### src/rtl/button_debounce.sv
// Push-button debouncer: two-flop synchronizer, restart-on-glitch debounce counter,
// registered press/release/long-press pulses and a wrapping press counter.
module button_debounce #(
  parameter int   COUNTER_WIDTH      = 20,
  parameter int   LONG_COUNTER_WIDTH = 26,
  parameter logic ACTIVE_LOW         = 1'b1
) (
  input  logic       clk,
  input  logic       rst_n,
  input  logic       btn_in,
  output logic       btn_level,
  output logic       btn_press,
  output logic       btn_release,
  output logic       btn_long,
  output logic [7:0] press_count
);

  // Event outputs are fire-and-forget single-cycle pulses: no valid/ready,
  // consumers sample every cycle.
  typedef enum logic {ST_RELEASED = 1'b0, ST_PRESSED = 1'b1} state_t;

  localparam logic                          RAW_RELEASED = ACTIVE_LOW;
  localparam logic [COUNTER_WIDTH-1:0]      DB_ONE       = 1;
  localparam logic [LONG_COUNTER_WIDTH-1:0] HOLD_ONE     = 1;
  localparam logic [LONG_COUNTER_WIDTH-1:0] HOLD_PRE     = {{(LONG_COUNTER_WIDTH-1){1'b1}}, 1'b0};

  state_t                        state_q, state_d;
  logic                          sync1_q, sync2_q;
  logic                          sync_p;
  logic                          accept;
  logic [COUNTER_WIDTH-1:0]      db_cnt_q, db_cnt_d;
  logic [LONG_COUNTER_WIDTH-1:0] hold_cnt_q, hold_cnt_d;
  logic                          press_q, press_d;
  logic                          release_q, release_d;
  logic                          long_q, long_d;
  logic [7:0]                    press_count_q, press_count_d;

  // sync_p is 1 when the synchronized button reads as pressed.
  assign sync_p    = sync2_q ^ ACTIVE_LOW;
  assign btn_level = (state_q == ST_PRESSED);
  assign accept    = (sync_p != btn_level) && (db_cnt_q == '1);

  always_ff @(posedge clk or negedge rst_n) begin
    if (!rst_n) begin
      state_q <= ST_RELEASED;
    end else begin
      state_q <= state_d;
    end
  end

  always_comb begin
    state_d = state_q;
    case (state_q)
      ST_RELEASED: if (accept) state_d = ST_PRESSED;
      ST_PRESSED:  if (accept) state_d = ST_RELEASED;
      default:     state_d = ST_RELEASED;
    endcase
  end

  // A release accepted on the same edge as the long threshold suppresses btn_long.
  always_comb begin
    db_cnt_d      = db_cnt_q + DB_ONE;
    hold_cnt_d    = '0;
    press_d       = 1'b0;
    release_d     = 1'b0;
    long_d        = 1'b0;
    press_count_d = press_count_q;
    if ((sync_p == btn_level) || accept) begin
      db_cnt_d = '0;
    end
    if (accept && (state_q == ST_RELEASED)) begin
      press_d       = 1'b1;
      press_count_d = press_count_q + 8'd1;
    end
    if (accept && (state_q == ST_PRESSED)) begin
      release_d = 1'b1;
    end
    if ((state_q == ST_PRESSED) && !accept) begin
      hold_cnt_d = (hold_cnt_q == '1) ? hold_cnt_q : hold_cnt_q + HOLD_ONE;
      long_d     = (hold_cnt_q == HOLD_PRE);
    end
  end

  always_ff @(posedge clk or negedge rst_n) begin
    if (!rst_n) begin
      sync1_q       <= RAW_RELEASED;
      sync2_q       <= RAW_RELEASED;
      db_cnt_q      <= '0;
      hold_cnt_q    <= '0;
      press_q       <= 1'b0;
      release_q     <= 1'b0;
      long_q        <= 1'b0;
      press_count_q <= 8'd0;
    end else begin
      sync1_q       <= btn_in;
      sync2_q       <= sync1_q;
      db_cnt_q      <= db_cnt_d;
      hold_cnt_q    <= hold_cnt_d;
      press_q       <= press_d;
      release_q     <= release_d;
      long_q        <= long_d;
      press_count_q <= press_count_d;
    end
  end

  assign btn_press   = press_q;
  assign btn_release = release_q;
  assign btn_long    = long_q;
  assign press_count = press_count_q;

endmodule
### config.mk
export PLATFORM = sky130hd
export DESIGN_NAME = button_debounce
export DESIGN_NICKNAME = d
export VERILOG_FILES = /design/src/rtl/button_debounce.sv
export SDC_FILE = /design/constraint.sdc
export NUM_CORES = 1
export LEC_CHECK = 0
export BUFFER_PORTS_ARGS = -buffer_cell sky130_fd_sc_hd__buf_2
export CORE_AREA = 2 2 85 67
export CTS_CLUSTER_DIAMETER = 30
export CTS_CLUSTER_SIZE = 10
export DETAILED_ROUTE_END_ITERATION = 7
export DIE_AREA = 0 0 87 69
export MAX_ROUTING_LAYER = met4
export PLACE_DENSITY = 0.92
export REMOVE_ABC_BUFFERS = 1
export SYNTH_ARGS = -nofsm -noshare
export SYNTH_HDL_FRONTEND = slang
export SYNTH_SLANG_ARGS = --single-unit
export TNS_END_PERCENT = 10
### constraint.sdc
create_clock -name clk -period 5.65 [get_ports clk]
set_input_delay 0.565 -clock clk [delete_from_list [all_inputs] [get_ports clk]]
set_output_delay 0.565 -clock clk [all_outputs]
set_load 0.03 [all_outputs]
# ---- After elaboration in Yosys (flattened, before gate mapping)
# Cells that the tools add are included.
dict set report word_totals {
  register_bits 60
  output_inout_bits 12
}
dict set report classes {
  add_sub_neg 3
  eq_ne 6
  mux 9
  bitwise 2
  reduce_logical 6
}
# cell n
set op_table {}
lappend op_table {{26-bit equality test, second input constant} 2}
lappend op_table {{26-bit 2-to-1 mux} 2}
lappend op_table {{26-bit by 1-bit adder with 26-bit output, second input constant} 1}
lappend op_table {{20-bit by 1-bit adder with 20-bit output, second input constant} 1}
lappend op_table {{20-bit equality test, second input constant} 1}
lappend op_table {{20-bit 2-to-1 mux} 1}
lappend op_table {{8-bit by 1-bit adder with 8-bit output, second input constant} 1}
lappend op_table {{1-bit 2-to-1 mux} 5}
lappend op_table {{1-bit logical AND} 4}
lappend op_table {{2-bit inequality test, second input constant} 1}
lappend op_table {{1-bit NOT} 2}
lappend op_table {{1-bit case mux with 2 select lines} 1}
lappend op_table {{1-bit equality test} 1}
lappend op_table {{1-bit logical NOT} 1}
lappend op_table {{1-bit logical OR} 1}
lappend op_table {{1-bit inequality test} 1}

# ---- Logic depth before layout (Yosys ltp)
dict set report logic_depth {
  depth_word 6
  depth_mapped 9
  depth_no_buf 8
}

# ---- Worst setup path after synthesis
# OpenSTA, ideal clock, no wires.
dict set report synth_path {
  path_kind {flip-flop to flip-flop}
  start {register db_cnt_q[4]}
  end {register hold_cnt_q[2]}
  setup_time_ns 0.082
  arrival_ns 2.022
  required_time_ns 5.568
  path_slack_ns 3.546
  path_stages_with_launch 10
  n_path_buf 3
  period_less_slack_ns 2.104
  cell_sequence {dfrtp_1 > and4_1 > buf_6 > and4_2 > nand4_1 > ha_1 > clkbuf_1 > clkbuf_1 > o21ai_0 > a31oi_1}
}
dict set report synth_via {
  elab_chain_cells 5
}
# item line
set synth_lines {}
lappend synth_lines {{from (decl)} 31} ;# logic [COUNTER_WIDTH-1:0] db_cnt_q, db_cnt_d;
lappend synth_lines {{from (signal assigned)} 97} ;# db_cnt_q <= db_cnt_d;
lappend synth_lines {{20-bit equality test (*)} 41} ;# assign accept = (sync_p != btn_level) && (db_cnt_q == '1);
lappend synth_lines {{1-bit logical AND (*)} 41}
lappend synth_lines {{1-bit logical NOT (*)} 78} ;# if ((state_q == ST_PRESSED) && !accept) begin
lappend synth_lines {{1-bit logical AND (*)} 78}
lappend synth_lines {{2-bit inequality test (no line) or 26-bit 2-to-1 mux (tied branches)} --}
lappend synth_lines {{to (signal assigned)} 98} ;# hold_cnt_q <= hold_cnt_d;
lappend synth_lines {{to (decl)} 32} ;# logic [LONG_COUNTER_WIDTH-1:0] hold_cnt_q, hold_cnt_d;
# Every way passes the cells marked *; elsewhere a longest branch is shown, timed or not.
# A chain may end at the register's enable or synchronous reset.

# ---- Worst setup path after layout
dict set report layout_path {
  start {register db_cnt_q[2]}
  end {register press_count_q[7], in the netlist press_count[7]}
}
dict set report layout_via {
  elab_chain_cells 3
}
# item line
set layout_lines {}
lappend layout_lines {{20-bit equality test} 41}
lappend layout_lines {{1-bit logical AND} 41}
lappend layout_lines {{1-bit logical AND} 71} ;# if (accept && (state_q == ST_RELEASED)) begin
lappend layout_lines {{to (signal assigned)} 102} ;# press_count_q <= press_count_d;
lappend layout_lines {{to (decl)} 36} ;# logic [7:0] press_count_q, press_count_d;
# Every way passes these cells.

==> PnR_summary.wiki <==
{| class="wikitable"
! Metric !! Value
|-
| Number of rows created at floorplan || 23
|-
| Global-route wire length before repair || 11.2 mm
|-
| Worst setup EP type || flop
|-
| Final HPWL from detailed placement || 4.22 mm
|-
| Post-layout utilization of the core || 67.5%
|-
| Remaining number of nets flagged by the antenna check after routing || 0
|-
| Maximum capacitance violations || 0
|-
| Highest fanout seen on the critical path || 8
|-
| Vias/cell || 6.15
|-
| Die width || 87 um
|-
| Cell taking the most area after synthesis || dfrtp_1
|-
| Maximum number of pins on one net before global-route repair || 61
|-
| Total gr overflow || 0
|-
| CTS clock-pin slew for the worst setup and hold paths || 0.06 ns
|-
| Count of clock tree sinks || 60
|-
| Max-Slew Margin vs Limit || 50.5%
|-
| Met1 usage in global routing || 33.0%
|-
| Average detailed-routed wire length per instance || 15.9 um
|-
| Largest cells by area after synthesis || dfrtp_1 45%, mux2i_1 5.6%, nand2_1 3.7%, nand2b_1 3.5%, a21oi_1 3.2%
|-
| Final standard cell count with taps included and fillers excluded || 400
|-
| Final-report setup violation count || 0
|-
| Number of buffer cells added on primary ports || 14
|-
| Post-CTS sizing || 0
|-
| Number of buffers created by CTS || 9
|-
| Final worst-path setup slack || 3.31 ns
|-
| Sequential cell area fraction in the yosys report || 46.4%
|-
| Clk Tree Root Cell || clkbuf_8
|-
| Iteration count of the initial detailed-routing pass || 5
|-
| Number of max-slew violations in the final report || 0
|-
| Flops & latches, synth || 60
|-
| Syn. warnings || 0
|-
| Slowest cell on the critical path || and4_1
|-
| Final worst path period share || 41.4%
|-
| PD cells || 225 nW/um2
|-
| Count of pins on the block boundary || 15
|-
| Sum of internal, switching and leakage power || 784 uW
|-
| Peak ir drop on the vdd network || 0.170 mV
|-
| Antenna diode count || 0
|-
| Required time at the endpoint of the critical path || 5.91 ns
|-
| Clock Latency Late Sink || 0.34 ns
|-
| Met3 global-route usage || 7.90%
|-
| Number of placed cells counting well taps || 384
|-
| Highest achievable clock rate || 0.428 GHz
|-
| Number of antenna violations at the first check in global routing || 0
|-
| Delay of the slowest cell on the worst path || 0.42 ns
|-
| Global routing usage summed across all routing layers || 24.6%
|-
| Cell count after synthesis || 321
|-
| Number of H-tree levels || 3
|-
| Worst Clk Skew || 0.00418 ns
|-
| Cell Chain, Critical Path || and4_1 -> and4_2 -> nand4_1 -> inv_1 -> ha_1 -> nand4_1 -> nor2_1 -> xor2_1
|-
| Die Height || 69 um
|-
| Post-route DRC || 0
|-
| Clk buf depth || 2
|-
| Post-placement setup slack || 3.32 ns
|-
| Routed Wire Length || 6.34 mm
|-
| Mean area per synthesized cell || 10.1 um2
|-
| Most repeated library cell on the critical path || nand4_1
|-
| Leakage component of the power || 0.00150 uW
|-
| Post-Synthesis Cell Area || 3240 um2
|-
| Routability-driven placement congestion ratio || 0.915
|-
| Start-to-end type of the worst setup path || reg2reg
|-
| GRT busiest layer || met2
|-
| Shortest period the worst path allows || 2.34 ns
|-
| Gate family responsible for the most delay along the worst path || simple AND/OR/NAND/NOR gates
|-
| Setup crit start kind || flop
|-
| Area of the die || 6000 um2
|-
| Via total after detailed routing || 2459
|-
| Total negative setup slack || 0 ns
|-
| GR Util met2 || 35.7%
|-
| TritonCTS clock tree || done
|-
| Cell variety after synth || 40
|-
| Number of global-route vias before repair || 2320
|-
| Core ar. || 5150 um2
|-
| Number of hold violations in the final report || 0
|-
| Post-CTS Setup Bufs || 0
|-
| Layout filler cell count || 362
|-
| Portion of synthesized cell area occupied by the leading cell type || 44.8%
|-
| Number of buffers and inverters on the critical path || 1
|-
| Hold_buf cts || 0
|-
| Worst-margin pin slew || 0.742 ns
|-
| Violation count after the first detailed-routing iteration || 390
|-
| Worst Hold Class || in2reg
|-
| Initial core utilization || 63.0%
|-
| Number of nets in the layout || 343
|-
| Layout cell share with drive strength beyond 1 || 14.5%
|-
| Unrepaired setup endpoints after global routing || false
|-
| Worst path arrival time || 2.60 ns
|-
| Area growth, synth to finish || 7.21%
|-
| Result of the run || finished, final reports clean
|}
==> cells in the final DEF, fill, tap and decap left out, types with 2 or more instances in the layout <==
cell type and count:
dfrtp_1 58, dfstp_2 2, nand3_1 19, xor2_1 12
inv_1 9, nand4_1 16, or3_1 5, nand4_2 2
nand4_4 3, buf_4 3, and4_1 7, and2_1 2
o21ai_0 10, nor2_1 17, nand2_1 32, mux2i_1 18
ha_1 7, a31oi_1 2, and4_2 2, o31ai_1 4
xnor2_1 7, nand2b_1 18, clkbuf_8 10, a21oi_1 21
a211oi_1 8, or3_2 3, clkinv_2 4, and3_1 7
buf_2 14, or4_1 5
==> synthesized netlist by cell type (all sizes together) <==
library cell,n
a21o,1
clkbuf,5
and2,2
ha,7
dfrtp,58
mux2,1
xnor2,7
and4,10
nor4b,1
nor2,17
nand2,32
a21boi,1
and3,7
a211oi,8
nand2b,18
nor3b,1
a31o,1
buf,11
xor2,12
inv,9
dfstp,2
o31ai,4
mux2i,18
or4,5
nand3,19
nor4,1
o21ai,10
or3,8
a2111oi,1
a31oi,2
nand4,21
a21oi,21
==> metal layers <==
layer  share of wire, %  up-vias
met4                1.6        0
met3                6.6       13
met1                 45     1179
met5                  0        -
met2                 47       86
li1                   -     1181
==> cell type report <==
cell class | count | area [um2] | share of cell area [%]
timing repair buffer | 17 | 92.6 | 2.66
multi-input combinational | 236 | 1600 | 46.0
sequential | 60 | 1500 | 43.3
clock buffer | 11 | 141 | 4.07
inverter | 9 | 33.8 | 0.972
tap | 62 | 77.6 | 2.23
clock inverter | 5 | 27.5 | 0.792
==> sequential cells by signal (all words and copies together) (netlist names) <==
register / count
btn_level: 1
hold_cnt_q: 26
press_count: 8
btn_long: 1
sync1_q: 1
btn_release: 1
sync2_q: 1
db_cnt_q: 20
btn_press: 1
==> stage by stage <==
step / hold slack [ns] / cell area [um2]
CTS: 0.311 / 3480
global placement: 0.348 / 3310
global route: 0.301 / 3480
floorplan: 0.269 / 3140
detailed placement: 0.351 / 3310
finish: 0.323 / 3480
==> cell families (layout without fill, tap and decap cells) <==
family	after synthesis	after routing	synth area share, %
AND/OR/NAND/NOR	142	142	26.5
flip-flops	60	60	46.4
XOR/XNOR	19	19	5.13
multiplexers	19	19	5.90
buffers and inverters	25	42	4.28
AO/OA/AOI/OAI	49	49	9.14
adder cells (fa/ha/maj)	7	7	2.70
==> final timing paths <==
kind / from / endpoint / slack, ns / depth (start not counted)
max: db_cnt_q[2] / press_count[7] / 3.31 / 8
min: btn_in / sync1_q / 0.32 / 1
max reg2reg: db_cnt_q[2] / press_count[7] / 3.31 / 8
min reg2reg: sync1_q / sync2_q / 0.35 / 0
max in group asynchronous: rst_n / hold_cnt_q[23] / 4.78 / 2
min in group asynchronous: rst_n / db_cnt_q[13] / 0.37 / 2
==> worst register-to-register path: stages, from the launching register on <==
cell	delay (ns)
dfrtp_1	0.41
and4_1	0.42
and4_2	0.31
nand4_1	0.14
inv_1	0.12
ha_1	0.31
nand4_1	0.21
nor2_1	0.18
xor2_1	0.16
==> where the power goes <==
part / total [uW] / internal (uW) / switching (uW) / leakage [uW]
combinational: 17.2 / 3.63 / 13.6 / 0.000583
clock: 332 / 168 / 165 / 0.0000889
sequential: 434 / 433 / 1.75 / 0.000829
No activity file was read; power rests on OpenSTA's default activity.
